### config.mk
export PLATFORM = sky130hd
export DESIGN_NAME = fifo_write_arbiter_flat
export DESIGN_NICKNAME = d
export VERILOG_FILES = /design/src/rtl/fifo_write_arbiter_if.sv /design/src/rtl/fifo_write_arbiter.sv /design/src/flat_wrapper.sv
export SDC_FILE = /design/constraint.sdc
export NUM_CORES = 1
export LEC_CHECK = 0
export ABC_AREA = 1
export BUFFER_PORTS_ARGS = -buffer_cell sky130_fd_sc_hd__buf_2
export CAP_MARGIN = 20
export CORE_MARGIN = 2
export CORE_UTILIZATION = 44
export DETAILED_ROUTE_END_ITERATION = 10
export PLACE_DENSITY = 0.77
export SYNTH_ARGS = -nofsm -noshare
export SYNTH_HDL_FRONTEND = slang
export SYNTH_SLANG_ARGS = --single-unit
### constraint.sdc
create_clock -name CLK -period 1.9 [get_ports CLK]
set_input_delay 0.19 -clock CLK [delete_from_list [all_inputs] [get_ports CLK]]
set_output_delay 0.19 -clock CLK [all_outputs]
set_load 0.02 [all_outputs]
### src/rtl/fifo_write_arbiter_if.sv
// Producer-side bundle for the shared FIFO write port: two request/data/ack
// channels in, one write enable and data word out to the FIFO.
interface fifo_write_arbiter_if #(
  parameter int DATA_W = 8
);
  logic              REQ0;
  logic [DATA_W-1:0] DATA0;
  logic              ACK0;
  logic              REQ1;
  logic [DATA_W-1:0] DATA1;
  logic              ACK1;
  logic              Full;
  logic              WR_EN;
  logic [DATA_W-1:0] DATA_OUT;
  logic [1:0]        GNT;

  modport slave (
    input  REQ0, DATA0, REQ1, DATA1, Full,
    output ACK0, ACK1, WR_EN, DATA_OUT, GNT
  );

  modport master (
    output REQ0, DATA0, REQ1, DATA1, Full,
    input  ACK0, ACK1, WR_EN, DATA_OUT, GNT
  );
endinterface

### src/rtl/fifo_write_arbiter.sv
// Round-robin arbiter sharing one FIFO write port between two producers,
// granting bursts of up to BURST_LEN accepted words per grant.
module fifo_write_arbiter #(
  parameter int DATA_W    = 8,
  parameter int BURST_LEN = 4
) (
  input  logic                  CLK,
  input  logic                  RST,
  fifo_write_arbiter_if.slave   bus
);

  localparam int CNT_W = $clog2(BURST_LEN + 1);
  localparam logic [CNT_W-1:0] BURST_LAST = CNT_W'(BURST_LEN - 1);

  typedef enum logic [1:0] {
    IDLE = 2'd0,
    G0   = 2'd1,
    G1   = 2'd2
  } state_e;

  state_e           state_q, state_d;
  logic             last_q,  last_d;
  logic [CNT_W-1:0] cnt_q,   cnt_d;

  logic              req_own;
  logic              req_oth;
  logic              own_idx;
  state_e            oth_state;
  logic              wr_en;
  logic [1:0]        gnt;
  logic [DATA_W-1:0] data_out;

  // NOTE: every variable is given a default before the case statement, so no
  // path through this block can leave one unassigned and infer a latch.
  always_comb begin
    state_d   = state_q;
    last_d    = last_q;
    cnt_d     = cnt_q;
    gnt       = 2'b00;
    req_own   = 1'b0;
    req_oth   = 1'b0;
    own_idx   = 1'b0;
    oth_state = IDLE;
    data_out  = '0;

    case (state_q)
      G0: begin
        gnt       = 2'b01;
        req_own   = bus.REQ0;
        req_oth   = bus.REQ1;
        own_idx   = 1'b0;
        oth_state = G1;
        data_out  = bus.DATA0;
      end
      G1: begin
        gnt       = 2'b10;
        req_own   = bus.REQ1;
        req_oth   = bus.REQ0;
        own_idx   = 1'b1;
        oth_state = G0;
        data_out  = bus.DATA1;
      end
      default: ;
    endcase

    wr_en = req_own & ~bus.Full;

    if (state_q == IDLE) begin
      // LAST=1 means port 0 wins a tie, LAST=0 means port 1 does.
      if (bus.REQ0 && bus.REQ1) begin
        state_d = last_q ? G0 : G1;
        last_d  = ~last_q;
        cnt_d   = '0;
      end else if (bus.REQ0) begin
        state_d = G0;
        last_d  = 1'b0;
        cnt_d   = '0;
      end else if (bus.REQ1) begin
        state_d = G1;
        last_d  = 1'b1;
        cnt_d   = '0;
      end
    end else if (!req_own) begin
      // Owner withdrew; also the recovery path out of the unused encoding.
      if (req_oth) begin
        state_d = oth_state;
        last_d  = ~own_idx;
        cnt_d   = '0;
      end else begin
        state_d = IDLE;
      end
    end else if (wr_en) begin
      if (cnt_q == BURST_LAST) begin
        cnt_d = '0;
        if (req_oth) begin
          state_d = oth_state;
          last_d  = ~own_idx;
        end
      end else begin
        cnt_d = cnt_q + CNT_W'(1);
      end
    end
  end

  // NOTE: state registers use non-blocking assignments so every flop samples
  // the pre-edge values computed above, independent of statement order.
  always_ff @(posedge CLK or negedge RST) begin
    if (!RST) begin
      state_q <= IDLE;
      last_q  <= 1'b1;
      cnt_q   <= '0;
    end else begin
      state_q <= state_d;
      last_q  <= last_d;
      cnt_q   <= cnt_d;
    end
  end

  assign bus.GNT      = gnt;
  assign bus.WR_EN    = wr_en;
  assign bus.ACK0     = wr_en & (state_q == G0);
  assign bus.ACK1     = wr_en & (state_q == G1);
  assign bus.DATA_OUT = data_out;

endmodule

### src/flat_wrapper.sv
// flat-port wrapper written by rule: the top's interface ports become plain ports
module fifo_write_arbiter_flat 
#(
  parameter int DATA_W    = 8,
  parameter int BURST_LEN = 4
)
  (CLK, RST, bus_REQ0, bus_DATA0, bus_REQ1, bus_DATA1, bus_Full, bus_ACK0, bus_ACK1, bus_WR_EN, bus_DATA_OUT, bus_GNT);
  fifo_write_arbiter_if #(.DATA_W(DATA_W)) bus_i ();
  input  logic CLK;
  input  logic RST;
  input wire logic [$bits(bus_i.REQ0)-1:0] bus_REQ0;
  input wire logic [$bits(bus_i.DATA0)-1:0] bus_DATA0;
  input wire logic [$bits(bus_i.REQ1)-1:0] bus_REQ1;
  input wire logic [$bits(bus_i.DATA1)-1:0] bus_DATA1;
  input wire logic [$bits(bus_i.Full)-1:0] bus_Full;
  output wire logic [$bits(bus_i.ACK0)-1:0] bus_ACK0;
  output wire logic [$bits(bus_i.ACK1)-1:0] bus_ACK1;
  output wire logic [$bits(bus_i.WR_EN)-1:0] bus_WR_EN;
  output wire logic [$bits(bus_i.DATA_OUT)-1:0] bus_DATA_OUT;
  output wire logic [$bits(bus_i.GNT)-1:0] bus_GNT;
  assign bus_i.REQ0 = bus_REQ0;
  assign bus_i.DATA0 = bus_DATA0;
  assign bus_i.REQ1 = bus_REQ1;
  assign bus_i.DATA1 = bus_DATA1;
  assign bus_i.Full = bus_Full;
  assign bus_ACK0 = bus_i.ACK0;
  assign bus_ACK1 = bus_i.ACK1;
  assign bus_WR_EN = bus_i.WR_EN;
  assign bus_DATA_OUT = bus_i.DATA_OUT;
  assign bus_GNT = bus_i.GNT;
  fifo_write_arbiter #(.DATA_W(DATA_W), .BURST_LEN(BURST_LEN)) u_core (.CLK(CLK), .RST(RST), .bus(bus_i));
endmodule
# ---- Word level (Yosys, flattened, before mapping)
# Cells that the tools add are included.
dict set report totals {
  memories 0
  word_cells 55
  ram_bits 0
  reg_bits 6
  romBits 0
  latch_bits 0
  inputBits 21
}
dict set report classes {
  div 0
  multipliers 0
  n_eq_ne 7
  muxes 32
  n_addsub 1
  n_shift 0
  bitwise_logic 6
  magnitude_cmp 0
  reduce_logical 6
}
# cell n
set op_table {}
lappend op_table {{3-bit two-way mux} 8}
lappend op_table {{2-bit two-way mux} 10}
lappend op_table {{8-bit one-hot mux with 2 select lines} 1}
lappend op_table {{1-bit two-way mux} 9}
lappend op_table {{3-bit != test (second input constant)} 3}
lappend op_table {{2-bit one-hot mux with 2 select lines} 2}
lappend op_table {{3-bit AND reduction} 2}
lappend op_table {{4-bit != test (second input constant)} 1}
lappend op_table {{1-bit one-hot mux with 2 select lines} 2}
lappend op_table {{4-bit AND reduction} 1}
lappend op_table {{3-bit by 1-bit adder with 3-bit output (second input constant)} 1}
lappend op_table {{1-bit AND} 3}
lappend op_table {{3-bit by 2-bit == test with 1-bit output (second input constant)} 1}
lappend op_table {{1-bit NOT} 3}
lappend op_table {{3-bit nonzero test} 1}
lappend op_table {{2-bit by 1-bit == test with 1-bit output (second input constant)} 1}
lappend op_table {{2-bit == test (second input constant)} 1}
lappend op_table {{2-bit zero test} 1}
lappend op_table {{1-bit logical AND} 1}

# ---- Logic depth before layout (Yosys ltp)
# Gate-level depths: netlist (run 1).
dict set report depth {
  ltp_word 8
  mapped_depth 12
  ltp_nobuf 11
}

# ---- Worst setup path before layout (run 1)
# Ideal clock, no wire load.
dict set report synth_path {
  path_kind {register to output}
  start {reg u_core.state_q[0]}
  end {out bus_ACK0}
  path_stages_with_launch 7
  arrival_time_ns 1.667
  path_slack_ns 0.043
  cell_sequence {dfrtp_1 inv_1 ha_1 nand2_2 nor2_1 inv_1 nor2_1}
}
dict set report synth_via {
  elab_chain_len 4
  word_cells_on_any_way 5
  classes_between {eq/ne (2); mux (1); bitwise (2)}
}
# item line
set synth_lines {}
lappend synth_lines {{start: declaration} fifo_write_arbiter.sv:21} ;# state_e state_q, state_d;
lappend synth_lines {{start signal: assignment} fifo_write_arbiter.sv:113} ;# state_q <= state_d;
lappend synth_lines {{2-bit == test / 2-bit by 1-bit == test with 1-bit output (equally long branches)} fifo_write_arbiter.sv:46} ;# case (state_q)
lappend synth_lines {{1-bit one-hot mux with 2 select lines (*)} fifo_write_arbiter.sv:46}
lappend synth_lines {{1-bit AND (*)} fifo_write_arbiter.sv:66} ;# wr_en = req_own & ~bus.Full;
lappend synth_lines {{named net bus_WR_EN} flat_wrapper.sv:18} ;# output wire logic [$bits(bus_i.WR_EN)-1:0] bus_WR_EN;
lappend synth_lines {{1-bit AND (*)} fifo_write_arbiter.sv:121} ;# assign bus.ACK0 = wr_en & (state_q == G0);
lappend synth_lines {{end: declaration} flat_wrapper.sv:16} ;# output wire logic [$bits(bus_i.ACK0)-1:0] bus_ACK0;
# Mark *: on every way through the listed nets, which the timed path passes. The rest lies on a longest branch.

# ---- Final worst setup path (run 1)
dict set report layout_path {
  start {reg u_core.state_q[0]}
  end {out bus_ACK1}
}
dict set report layout_via {
  elab_chain_len 4
  word_cells_on_any_way 5
  classes_between {eq/ne (2); mux (1); bitwise (2)}
}
# item line
set layout_lines {}
lappend layout_lines {{2-bit == test / 2-bit by 1-bit == test with 1-bit output (equally long branches)} {fifo_write_arbiter.sv:46, fifo_write_arbiter.sv:122}}
lappend layout_lines {{1-bit one-hot mux with 2 select lines} fifo_write_arbiter.sv:46}
lappend layout_lines {{1-bit AND} fifo_write_arbiter.sv:66}
lappend layout_lines {{1-bit AND (*)} fifo_write_arbiter.sv:122} ;# assign bus.ACK1 = wr_en & (state_q == G1);
lappend layout_lines {{end: declaration} flat_wrapper.sv:17} ;# output wire logic [$bits(bus_i.ACK1)-1:0] bus_ACK1;
# Every way passes the cells marked *; elsewhere a longest branch is shown, timed or not.

==> results of run 1 <==
## per-stage QoR
stage	instance area [um^2]	util, %	hold slack, ns	instances	worst slack, ns
6_report	951	63.9	0.314	166	0.164
3_5_place_dp	870	58.4	0.0176	159	0.246
3_3_place_gp	870	58.4	0.0202	159	0.296
5_1_grt	951	63.9	0.321	166	0.00693
4_1_cts	908	61.0	0.294	164	0.0140
2_1_floorplan	684	-	-0.106	110	0.0430
## flip-flops by register name, indices dropped and copies added (netlist names)
register / flops
u_core.cnt_q: 3
u_core.state_q: 2
u_core.last_q: 1
## worst min path at each step
stage               startpoint                           to  depth (start not counted)
finish                     RST  u_core.cnt_q[1]$_DFFE_PN0P_                          2
global route               RST  u_core.cnt_q[1]$_DFFE_PN0P_                          2
CTS                        RST  u_core.cnt_q[2]$_DFFE_PN0P_                          2
detailed placement         RST  u_core.cnt_q[2]$_DFFE_PN0P_                          1
global placement           RST  u_core.cnt_q[1]$_DFFE_PN0P_                          1
floorplan                  RST  u_core.cnt_q[0]$_DFFE_PN0P_                          0
## cells by family (layout without fill, tap and decap cells)
group | after synthesis | after routing | synth area share (%)
adder cells (fa/ha/maj) | 6 | 6 | 11.0
buffers and inverters | 17 | 57 | 10.8
AND/OR/NAND/NOR | 69 | 69 | 46.3
flip-flops | 6 | 6 | 22.1
AO/OA/AOI/OAI | 12 | 12 | 9.87
## area by class of cell
type,instances,area share [%]
multi-input combinational,87,50.9
tap,16,2.11
sequential,6,15.9
timing repair buffer,38,22.1
inverter,15,6.18
clock buffer,4,2.76
## power groups by stage
stage | logic, mW | registers, mW | clock network (mW)
finish | 1.04 | 0.207 | 0.120
global route | 1.17 | 0.211 | 0.134
CTS | 0.962 | 0.206 | 0.126
detailed placement | 0.946 | 0.208 | 0
global placement | 0.931 | 0.206 | 0
floorplan | 0.750 | 0.199 | 0
## what timing repair did
action,CTS,global route
buffers inserted,0,2
gates resized for setup,1,9
hold buffers,1,0
setup endpoints to repair,2,4
gates cloned,0,0
endpoints found under the hold margin,6,0
## metal layers
layer	routed length, um	vias up
met4	0	0
met2	703	32
met3	175	0
met1	604	311
met5	0	-
li1	-	416
## placed cells by master (no fill, tap or decap), drive strengths merged
cell type,synthesis,routed
clkbuf,1,4
or2,1,1
ha,6,6
o21ai,3,3
nand4,1,1
nor2,12,12
nand2,51,51
inv,15,15
dfstp,1,1
buf,1,37
dlygate4sd3,0,1
a21oi,9,9
nor3,1,1
nand3,3,3
dfrtp,5,5
==> impl.org, run 1 <==
** Run status
- The flow ran to the end, and the final reports show no timing, DRC or antenna violations.

** Yosys
- Part of the Yosys area used for sequential elements :: 22.1%
- Largest cells by area after synthesis :: nand2_1, dfrtp_1, ha_1
- Counting every net in the synthesized netlist gives 137.
- Of all cell types, the one taking the most synthesized area is nand2_1.
- In the synthesized netlist the async set-or-reset flop fraction comes to 100%.
- Post-synth design cell area :: 684 um^2
- Number of library cell types mapped by synthesis :: 22
- Syn Area/Cell :: 6.22 um^2
- Count of state elements after synthesis :: 6
- The synthesized design devotes to its leading area cell type 24.1% of total area.
- The cell count after synthesis came out at 110.
- Number of synthesis warnings :: 0
- Count leader, synth :: nand2_1
- For this run, the leading register cell type out of synthesis is dfrtp_1.
- Number of enable-type register cells in the synthesized netlist :: 0
- The commonest cells after synthesis are nand2_1, inv_1, a21oi_1, nor2_1, ha_1.

** Die
- The total area inside the core boundary comes to 0.00149 mm^2.
- Initial core utilization :: 46.0%
- Width of the die :: 43.4 um
- Die Y-Extent :: 43.4 um
- Placement Rows :: 14
- Count of boundary I/O pins :: 34
- Total die area :: 0.00189 mm^2

** Global routing
- The global routing stage identified its most utilized layer as met2.
- For met1 alone, demand over resource in global routing was 17.1%.
- Maximum number of pins on one net before global-route repair :: 11
- Summed over all layers, the global routing overflow is 0.
- The number of global-route vias before repair came to 692.
- The first global-routing pass estimated 2.52 mm of wire.
- Grt met2 use :: 33.4%
- Number of antenna violations at the first check in global routing :: 0
- For this run, the total global-route usage over all layers was measured as 17.3%.
- GR Util met3 :: 4.58%

** Worst setup path
- In this design, the largest share of critical-path delay is due to simple AND/OR/NAND/NOR gates.
- Worst flop-to-flop path startpoint :: u_core.state_q[0]$_DFFE_PN0P_
- Slack of the worst reg-to-reg path :: 0.28 ns
- Critical path buffers and inverters :: 3
- Following the worst setup path forward leads to its endpoint at bus_ACK1.
- In this run the critical register-to-register path is captured at u_core.state_q[0]$_DFFE_PN0P_.
- In this run the worst setup path begins at u_core.state_q[0]$_DFFE_PN0P_.
- Along the worst path, the maximum fanout reaches 6.
- Endpoint class of the critical path :: output port
- Required time at the worst-slack endpoint :: 1.71 ns
- Crit. path cell count :: 9
- Traced cell by cell, the critical path runs through inv_2 > ha_2 > nand2_1 > nand2_2 > nand2_4 > nor2_2 > inv_1 > nor2_1 > buf_4.
- Count of cells along the worst register-to-register path :: 11
- Kind of launch point of the worst setup path :: flop
- The slowest stage of the critical path is the dfrtp_1 cell.
- For the worst setup path, the data arrival time is 1.55 ns.
- Slowest cell delay on critical path :: 0.40 ns
- The critical path in this run is classified as reg -> out.

** Clock tree
- Clock latency on the worst-skew pair, taken at its later pin, is 0.24 ns.
- Counting along the longest clock path gives a buffer depth of 2.
- CTS built an H-tree with a depth of 1.
- Clock tree synthesis selected as its root buffer the cell clkbuf_4.
- Clock slew at the register clock pins of the worst setup and hold paths :: 0.05 ns
- TritonCTS built the clock tree.
- Buffers inserted during clock tree synthesis total 3.
- Clk sinks :: 6

** Timing
- Max-Slew Margin vs Limit :: 85.8%
- Setup repair after global routing left no endpoint under its margin.
- Total of endpoints with negative setup slack in the final report :: 0
- The worst path uses 91.4% of the clock period.
- Final count of hold timing violations :: 0
- Max frequency :: 576 MHz
- Largest clock skew in the final design :: 0.00439 ns
- In the final timing run, aggregate negative setup slack is 0 ns.
- Final period demand of the worst path :: 1.74 ns
- Max-slew violation count :: 0
- For the pin with the worst max-slew slack, the measured transition is 0.212 ns.

** Place
- Once detailed placement completed, the half-perimeter wirelength came to 1.24 mm.
- Final weighted congestion in routability-driven placement :: 0.859
- Total of buffers placed on input and output ports :: 33

** Power and ir drop
- Combinational logic burns 76.0% of the power.
- In this run the static leakage power is 0.546 nW.
- Cell internal pwr :: 647 uW
- Overall power consumption :: 1.36 mW
- Power density of the placed cells :: 1430 mW/mm^2
- Sw Ratio :: 52.6%
- Flop pwr share :: 15.2%
- Part of the power in the clock network :: 8.8%
- The worst-case IR drop observed on VDD is 906 uV.
- In this run the power spent charging and discharging nets is 717 uW.

** Drt
- Final ANT Viol Nets :: 0
- After the first detailed-routing iteration, the DRC count stood at 6.
- In the routed design, unresolved DRC markers number 0.
- The routed layout has 759 vias.
- The final layout contains routed wiring with a total length of 1.48 mm.
- In the routed layout, each cell is associated on average with a via count of 4.57.
- Average wire length per cell after detail routing :: 8.93 um
- Detailed-router iteration count before antenna repair :: 4

** Final layout
- Of the cells placed in the final design, the portion with a size suffix greater than 1 is 44.0%.
- Layout area overhead :: 38.9%
- After the last flow step, the layout net total stands at 178.
- In the final layout, the multi-input gates occupy 484 um^2.
- Total inserted antenna cells :: 0
- Summing all flip-flop and latch instances after layout gives 151 um^2.
- Fill cells in the final layout number 144.

** Flow run
- Max Cap Viol :: 0

** Worst hold path
- HP Class :: in -> async
(Power assumes the default switching activity.)
==> run 2, diff against run 1 <==
--- a/config.mk
+++ b/config.mk
@@ -10,6 +10,7 @@
 export CAP_MARGIN = 20
 export CORE_MARGIN = 2
 export CORE_UTILIZATION = 44
+export CTS_BUF_LIST = sky130_fd_sc_hd__clkbuf_16
 export DETAILED_ROUTE_END_ITERATION = 10
 export PLACE_DENSITY = 0.77
 export SYNTH_ARGS = -nofsm -noshare
==> impl.org, run 2 (synthesis results as in run 1) <==
** Worst setup path
- The largest fanout on the critical path is 6 (unchanged).
- The arrival time of data at the critical path endpoint is 1.54 ns (about the same).
- STA classifies the critical path endpoint as an output port.
- The required time at the worst-slack endpoint was 1.71 ns (about the same).
- Critical path class :: reg -> out
- Kind of launch point of the worst setup path :: flop

** Power and ir drop
- Maximum ir drop on the vdd rail :: 1380 uV (+52%)
- The leakage component of the power is 0.569 nW (+4.2%).
- The power share of the sequential group is 13.6% (-1.6 points).
- Cell internal pwr :: 838 uW (+30%)
- The switching share of power came to 47.3% (-5.3 points).
- Switch Pwr :: 752 uW (+4.8%)
- Part of the power in the clock network :: 21.3% (+12 points)
- The part of the total power dissipated in combinational logic came to 65.1% (-11 points).
- The power density relative to cell area was 1580 mW/mm^2 (+10%).

** Timing
- Final count of hold timing violations :: 0 (unchanged)
- Setup repair after global routing left no endpoint under its margin.
- The final worst hold slack was 0.316 ns (+0.00176 ns).
- The minimum clock period after layout came to 1.73 ns (-0.00721 ns).
- Total of endpoints with negative setup slack in the final report :: 0 (unchanged)
- The top achievable clock speed came to 578 MHz (+0.42%).
- Worst Setup Slack, final :: 0.171 ns (+0.00721 ns)
- The relative slew slack came to 86.0% (+0.14 points).
- Period Utilization, post-route :: 91.0% (-0.38 points)
- The slew at the pin with the worst max-slew slack came to 0.210 ns (-0.00211 ns).
- Largest clock skew in the final design :: 0.00333 ns (-0.00106 ns)
- The aggregate negative setup slack came to 0 ns (unchanged).
- Max-slew violation count :: 0 (unchanged)

** Die
- Standard cell core area :: 0.00149 mm^2 (unchanged)
- The die height was 43.4 um (unchanged).
- The horizontal die dimension came to 43.4 um (unchanged).
- Count of boundary I/O pins :: 34 (unchanged)
- The floorplan row count was 14 (unchanged).
- The initial standard-cell utilization of the core came to 46.0% (unchanged).
- The full die area was 0.00189 mm^2 (unchanged).

** Place
- Final weighted congestion in routability-driven placement :: 0.859 (unchanged)
- The post-detailed-placement half-perimeter wirelength is 1.24 mm (unchanged).
- The worst-case setup slack after placement is 0.246 ns (unchanged).
- Total of buffers placed on input and output ports :: 33 (unchanged)

** Flow run
- Max Cap Viol :: 0 (unchanged)

** Global routing
- Number of antenna violations at the first check in global routing :: 0 (unchanged)
- Remaining global-route overflow :: 0 (unchanged)
- Maximum number of pins on one net before global-route repair :: 11 (unchanged)
- Overall routing resource usage :: 17.1% (-0.17 points)
- Number of global-route vias before repair :: 703 (+1.6%)
- Global-route wire length before repair :: 2.56 mm (+1.6%)

** Clock tree
- Clock root buffer master :: clkbuf_16
- Clock slew at the register clock pins of the worst setup and hold paths :: 0.04 ns (about the same)
- CTS max path bufs :: 2 (unchanged)
- TritonCTS built the clock tree.
- The total CTS buffers was 3 (unchanged).
- Worst-skew pair later-pin latency :: 0.23 ns (about the same)
- The count of clock tree sinks was 6 (unchanged).
- Depth of the CTS H-tree :: 1 (unchanged)

** Drt
- The detailed-route wire length came to 1.54 mm (+3.6%).
- The via count normalized by instance count was 4.59 (+0.47%).
- Final ANT Viol Nets :: 0 (unchanged)
- Initial detailed-routing violation count :: 7 (+1)
- Detailed-router iteration count before antenna repair :: 4 (unchanged)
- Average wire length per cell after detail routing :: 9.32 um (+4.3%)
- The total DRC errors in the routed layout came to 0 (unchanged).
- DR vias :: 758 (-0.13%)

** Final layout
- Multi-input gate area in the final layout :: 494 um^2 (+2.1%)
- Largest registers :: u_core.cnt_q: 3 flops, u_core.state_q: 2 flops, u_core.last_q: 1 flops
- Share of final-layout standard cells stronger than drive strength 1 :: 44.3% (+0.30 points)
- The register area is 153 um^2 (+0.83%).
- The number of diodes added for antenna fixing is 0 (unchanged).
- The count of fill cells added during filler insertion was 137 (-4.9%).
- Layout area overhead :: 47.2%
- Count of nets after finishing :: 177 (-0.56%)
- The post-route core utilization came to 67.6% (+3.8 points).
- Largest Register :: u_core.cnt_q
- Leaving out fill and tap cells, the most frequent cell in the layout is nand2_1.
- Flip-flop count of the largest register, all copies and words added :: 3 (unchanged)
- Leaving out fill and tap cells, the most frequent cells in the layout are nand2_1, buf_2, inv_1.

** Worst hold path
- HP Class :: in -> async

** Run status
- The run finished with clean final reports.
-- run 2: through the flow --
stage | area, um^2 | instances | power [mW]
global placement | 870 | 159 | 1.14
CTS | 961 | 164 | 1.51
global route | 1010 | 165 | 1.74
floorplan | 684 | 110 | 0.949
finish | 1010 | 165 | 1.59
detailed placement | 870 | 159 | 1.15
-- run 2: layout make-up --
class                   count  share of cell area, %
repair buffers             37                   20.1
multi-input cells          87                   49.1
clock buffers               3                   7.45
inverters                  15                   5.84
clock inverters             1                  0.373
flip-flops and latches      6                   15.2
well taps                  16                   1.99
-- run 2: routing by layer --
layer / GRT usage [%] / vias to the layer above / part of all wire (%) / wire [um]
met5: 0 / - / 0 / 0
met1: 17.6 / 316 / 42 / 646
met2: 34.0 / 30 / 48 / 732
met4: 5.45 / 0 / 0 / 0
met3: 3.33 / 0 / 10 / 158
li1: - / 412 / - / -
-- run 2: worst paths after layout --
check / depth (start not counted) / end / slack (ns) / startpoint
worst max-delay path: 9 / bus_ACK1 / 0.17 / u_core.state_q[1]$_DFFE_PN0P_
worst max register to register: 10 / u_core.state_q[0]$_DFFE_PN0P_ / 0.29 / u_core.state_q[1]$_DFFE_PN0P_
worst min register to register: 2 / u_core.last_q$_DFFE_PN1P_ / 0.46 / u_core.last_q$_DFFE_PN1P_
worst min-delay path: 2 / u_core.cnt_q[2]$_DFFE_PN0P_ / 0.32 / RST
max in group asynchronous: 2 / u_core.last_q$_DFFE_PN1P_ / 1.36 / RST
min in group CLK: 6 / u_core.state_q[1]$_DFFE_PN0P_ / 0.45 / bus_REQ0
-- run 2: power groups by stage --
stage	clock network, mW	registers (mW)	logic [mW]
CTS	0.341	0.207	0.963
finish	0.339	0.217	1.03
global placement	0	0.206	0.931
detailed placement	0	0.208	0.946
global route	0.352	0.221	1.16
floorplan	0	0.199	0.750
-- run 2: timing repair --
action / in CTS / in global routing
buffers inserted: 0 / 1
hold buffers: 1 / 0
cloned: 0 / 0
endpoints found under the hold margin: 6 / 0
setup endpoints to repair: 1 / 2
gates resized for setup: 1 / 11
-- run 2: worst max-delay path, stage by stage, from the launching register on --
cell and delay, ns:
dfrtp_2 0.43, inv_2 0.10, ha_1 0.17, nand2_1 0.07, nand2_2 0.09, nand2_4 0.08
nor2_2 0.10, inv_1 0.05, nor2_1 0.08, buf_4 0.14
==> run 3, diff against run 2 <==
==> constraint.sdc (replaced) <==
create_clock -name CLK -period 1.9 [get_ports CLK]
set_input_delay 0.19 -clock CLK [delete_from_list [all_inputs] [get_ports CLK]]
set_output_delay 0.19 -clock CLK [all_outputs]
set_load 0.05 [all_outputs]
==> impl.org, run 3 (synthesis results as in run 1) <==
** Worst hold path
- HP Class :: in -> async

** Die
- Initial core utilization :: 46.0% (unchanged)
- Total die area :: 0.00189 mm^2 (unchanged)
- Width of the die :: 43.4 um (unchanged)
- The total I/O pin count came to 34 (unchanged).
- The core region area is 0.00149 mm^2 (unchanged).
- Die Y-Extent :: 43.4 um (unchanged)
- Placement Rows :: 14 (unchanged)

** Timing
- The number of endpoints failing setup at the final stage came to 0 (unchanged).
- The slew at the pin with the worst max-slew slack was 0.252 ns (+0.0415 ns).
- The clock skew came to 0.00275 ns (-0.000588 ns).
- The final number of hold-violating endpoints is 0 (unchanged).
- Max-Slew Margin vs Limit :: 83.3% (-2.6 points)
- The max-slew violation count came to 0 (unchanged).
- The fraction of the cycle the final worst path needs was 97.7% (+6.8 points).
- Max frequency :: 538 MHz (-6.9%)
- Setup repair after global routing could not meet its margin everywhere.
- The minimum clock period after layout was 1.86 ns (+0.128 ns).

** Drt
- # DRC :: 0 (unchanged)
- DR vias :: 817 (+7.8%)
- Final ANT Viol Nets :: 0 (unchanged)
- The violation count after the first detailed-routing iteration came to 7 (unchanged).
- The detailed-route wire length is 2.07 mm (+35%).
- Detailed-router iteration count before antenna repair :: 4 (unchanged)
- The routed length per instance came to 12.6 um (+36%).
- DR vias/cell :: 4.98 (+8.4%)

** Global routing
- The total routing usage reported by global routing was 22.9% (+5.7 points).
- The routing usage on met2 came to 39.7% (+5.7 points).
- The fraction of met1 tracks used by global routing was 24.7% (+7.2 points).
- Number of global-route vias before repair :: 766 (+9.0%)
- The total congestion overflow after global routing was 0 (unchanged).
- Maximum number of pins on one net before global-route repair :: 12 (+1)
- GR Util met3 :: 4.58% (+1.2 points)
- Number of antenna violations at the first check in global routing :: 0 (unchanged)
- Routing layer with the top usage in global route :: met2
- The wire length of the first global-routing pass was 3.22 mm (+26%).

** Place
- Area after detailed placement :: 912 um^2 (+4.9%)
- Final weighted congestion in routability-driven placement :: 0.871 (+1.4%)
- The post-detailed-placement half-perimeter wirelength came to 1.38 mm (+12%).
- The count of buffers inserted at the top-level ports was 33 (unchanged).

** Clock tree
- Clock root buffer master :: clkbuf_16
- TritonCTS built the clock tree.
- Depth of the CTS H-tree :: 1 (unchanged)
- The total CTS buffers was 3 (unchanged).
- CTS max path bufs :: 2 (unchanged)
- The latest clock arrival within the worst-skew pair came to 0.23 ns (about the same).
- Clock slew at the register clock pins of the worst setup and hold paths :: 0.03 ns (about the same)
- Clk sinks :: 6 (unchanged)

** Worst setup path
- Critical path class :: reg -> out
- Arrival time of the worst setup path :: 1.67 ns (+0.13 ns)
- Kind of launch point of the worst setup path :: flop
- The required time at the worst-slack endpoint came to 1.71 ns (about the same).
- Maximum net fanout on the critical path :: 8 (+2)
- Endpoint class of the critical path :: output port

** Power and ir drop
- Leakage power figure :: 0.566 nW (-0.56%)
- The total power after layout was 1.94 mW (+22%).
- The power density relative to cell area is 1790 mW/mm^2 (+13%).
- The maximum VDD drop is 1270 uV (-7.7%).

** Final layout
- The fraction of final layout cells with drive strength greater than 1 came to 50.7% (+6.4 points).
- The number of flip-flops under the largest register name is 3 (unchanged).
- Ranked by flip-flop count, first place goes to u_core.cnt_q.
- Layout area overhead :: 58.1%
- The post-route core utilization is 72.7% (+5.0 points).
- The area of all placed cells without fillers was 0.00108 mm^2 (+7.5%).
- Most frequent cells in the layout :: nand2_1, buf_2, a21oi_2
- Leaving out fill and tap cells, the most frequent cell in the layout is nand2_1.
- Count of nets after finishing :: 176 (-0.56%)
- The number of diodes added for antenna fixing came to 0 (unchanged).
- In the final layout, the registers with the most flip-flops are u_core.cnt_q: 3 flops, u_core.state_q: 2 flops, u_core.last_q: 1 flops.

** Run status
- Outcome :: completed

** Flow run
- The max-cap check violation count was 0 (unchanged).
[run 3: cell count changes in the layout (fill, tap and decap cells not counted), moves of 2 or more]
cell     delta
a21oi_1     -8
buf_2       -8
buf_6       +8
a21oi_2     +8
nor2_1      -2
[run 3: critical path: stages, from the launching register on]
cell        delay [ns]
dfrtp_1           0.41
inv_2             0.08
ha_4              0.33
clkinvlp_4        0.22
a21oi_2           0.21
buf_6             0.18
[run 3: routing by layer]
layer  vias to the layer above  routed length [um]  part of all wire [%]
li1                        412                   -                     -
met5                         -                   0                     0
met2                        32                1080                    52
met3                        11                 132                   6.4
met4                         0                  97                   4.7
met1                       362                 760                    37
[run 3: what timing repair did]
item | 4_1_cts | 5_1_grt
endpoints found under the hold margin | 6 | 0
endpoints found under the setup margin | 10 | 11
setup buffers | 0 | 0
hold buffers | 1 | 0
resized for setup | 14 | 12
[run 3: power breakdown]
group / switching (mW) / leakage (nW) / internal, mW
Clock: 0.0752 / 0.0423 / 0.273
Sequential: 0.0363 / 0.0778 / 0.175
Combinational: 0.922 / 0.446 / 0.456
Total: 1.03 / 0.566 / 0.904
[run 3: metrics by stage]
step	TNS, ns	hold slack, ns	cells	worst slack (ns)
floorplan	-0.190	-0.106	110	-0.0950
global placement	0	0.0189	159	0.230
detailed placement	0	0.0228	159	0.168
CTS	0	0.309	164	0.0151
global route	-0.0268	0.329	164	-0.0193
finish	0	0.311	164	0.0429
[run 3: final timing paths]
check,cells after the start,from,end,slack [ns]
setup / recovery,5,u_core.state_q[1]$_DFFE_PN0P_,bus_DATA_OUT[3],0.04
hold reg to reg,2,u_core.last_q$_DFFE_PN1P_,u_core.last_q$_DFFE_PN1P_,0.46
setup reg to reg,10,u_core.state_q[0]$_DFFE_PN0P_,u_core.state_q[0]$_DFFE_PN0P_,0.29
hold / removal,2,RST,u_core.cnt_q[1]$_DFFE_PN0P_,0.31
max in group asynchronous,2,RST,u_core.last_q$_DFFE_PN1P_,1.36
min in group CLK,2,u_core.last_q$_DFFE_PN1P_,u_core.last_q$_DFFE_PN1P_,0.46
[run 3: final cells by class]
type / count / area, um^2
sequential: 6 / 151
clock buffer: 3 / 75.1
clock inverter: 1 / 3.75
tap: 16 / 20.0
multi-input combinational: 87 / 524
inverter: 15 / 62.6
timing repair buffer: 36 / 245
fill: 119 / 407
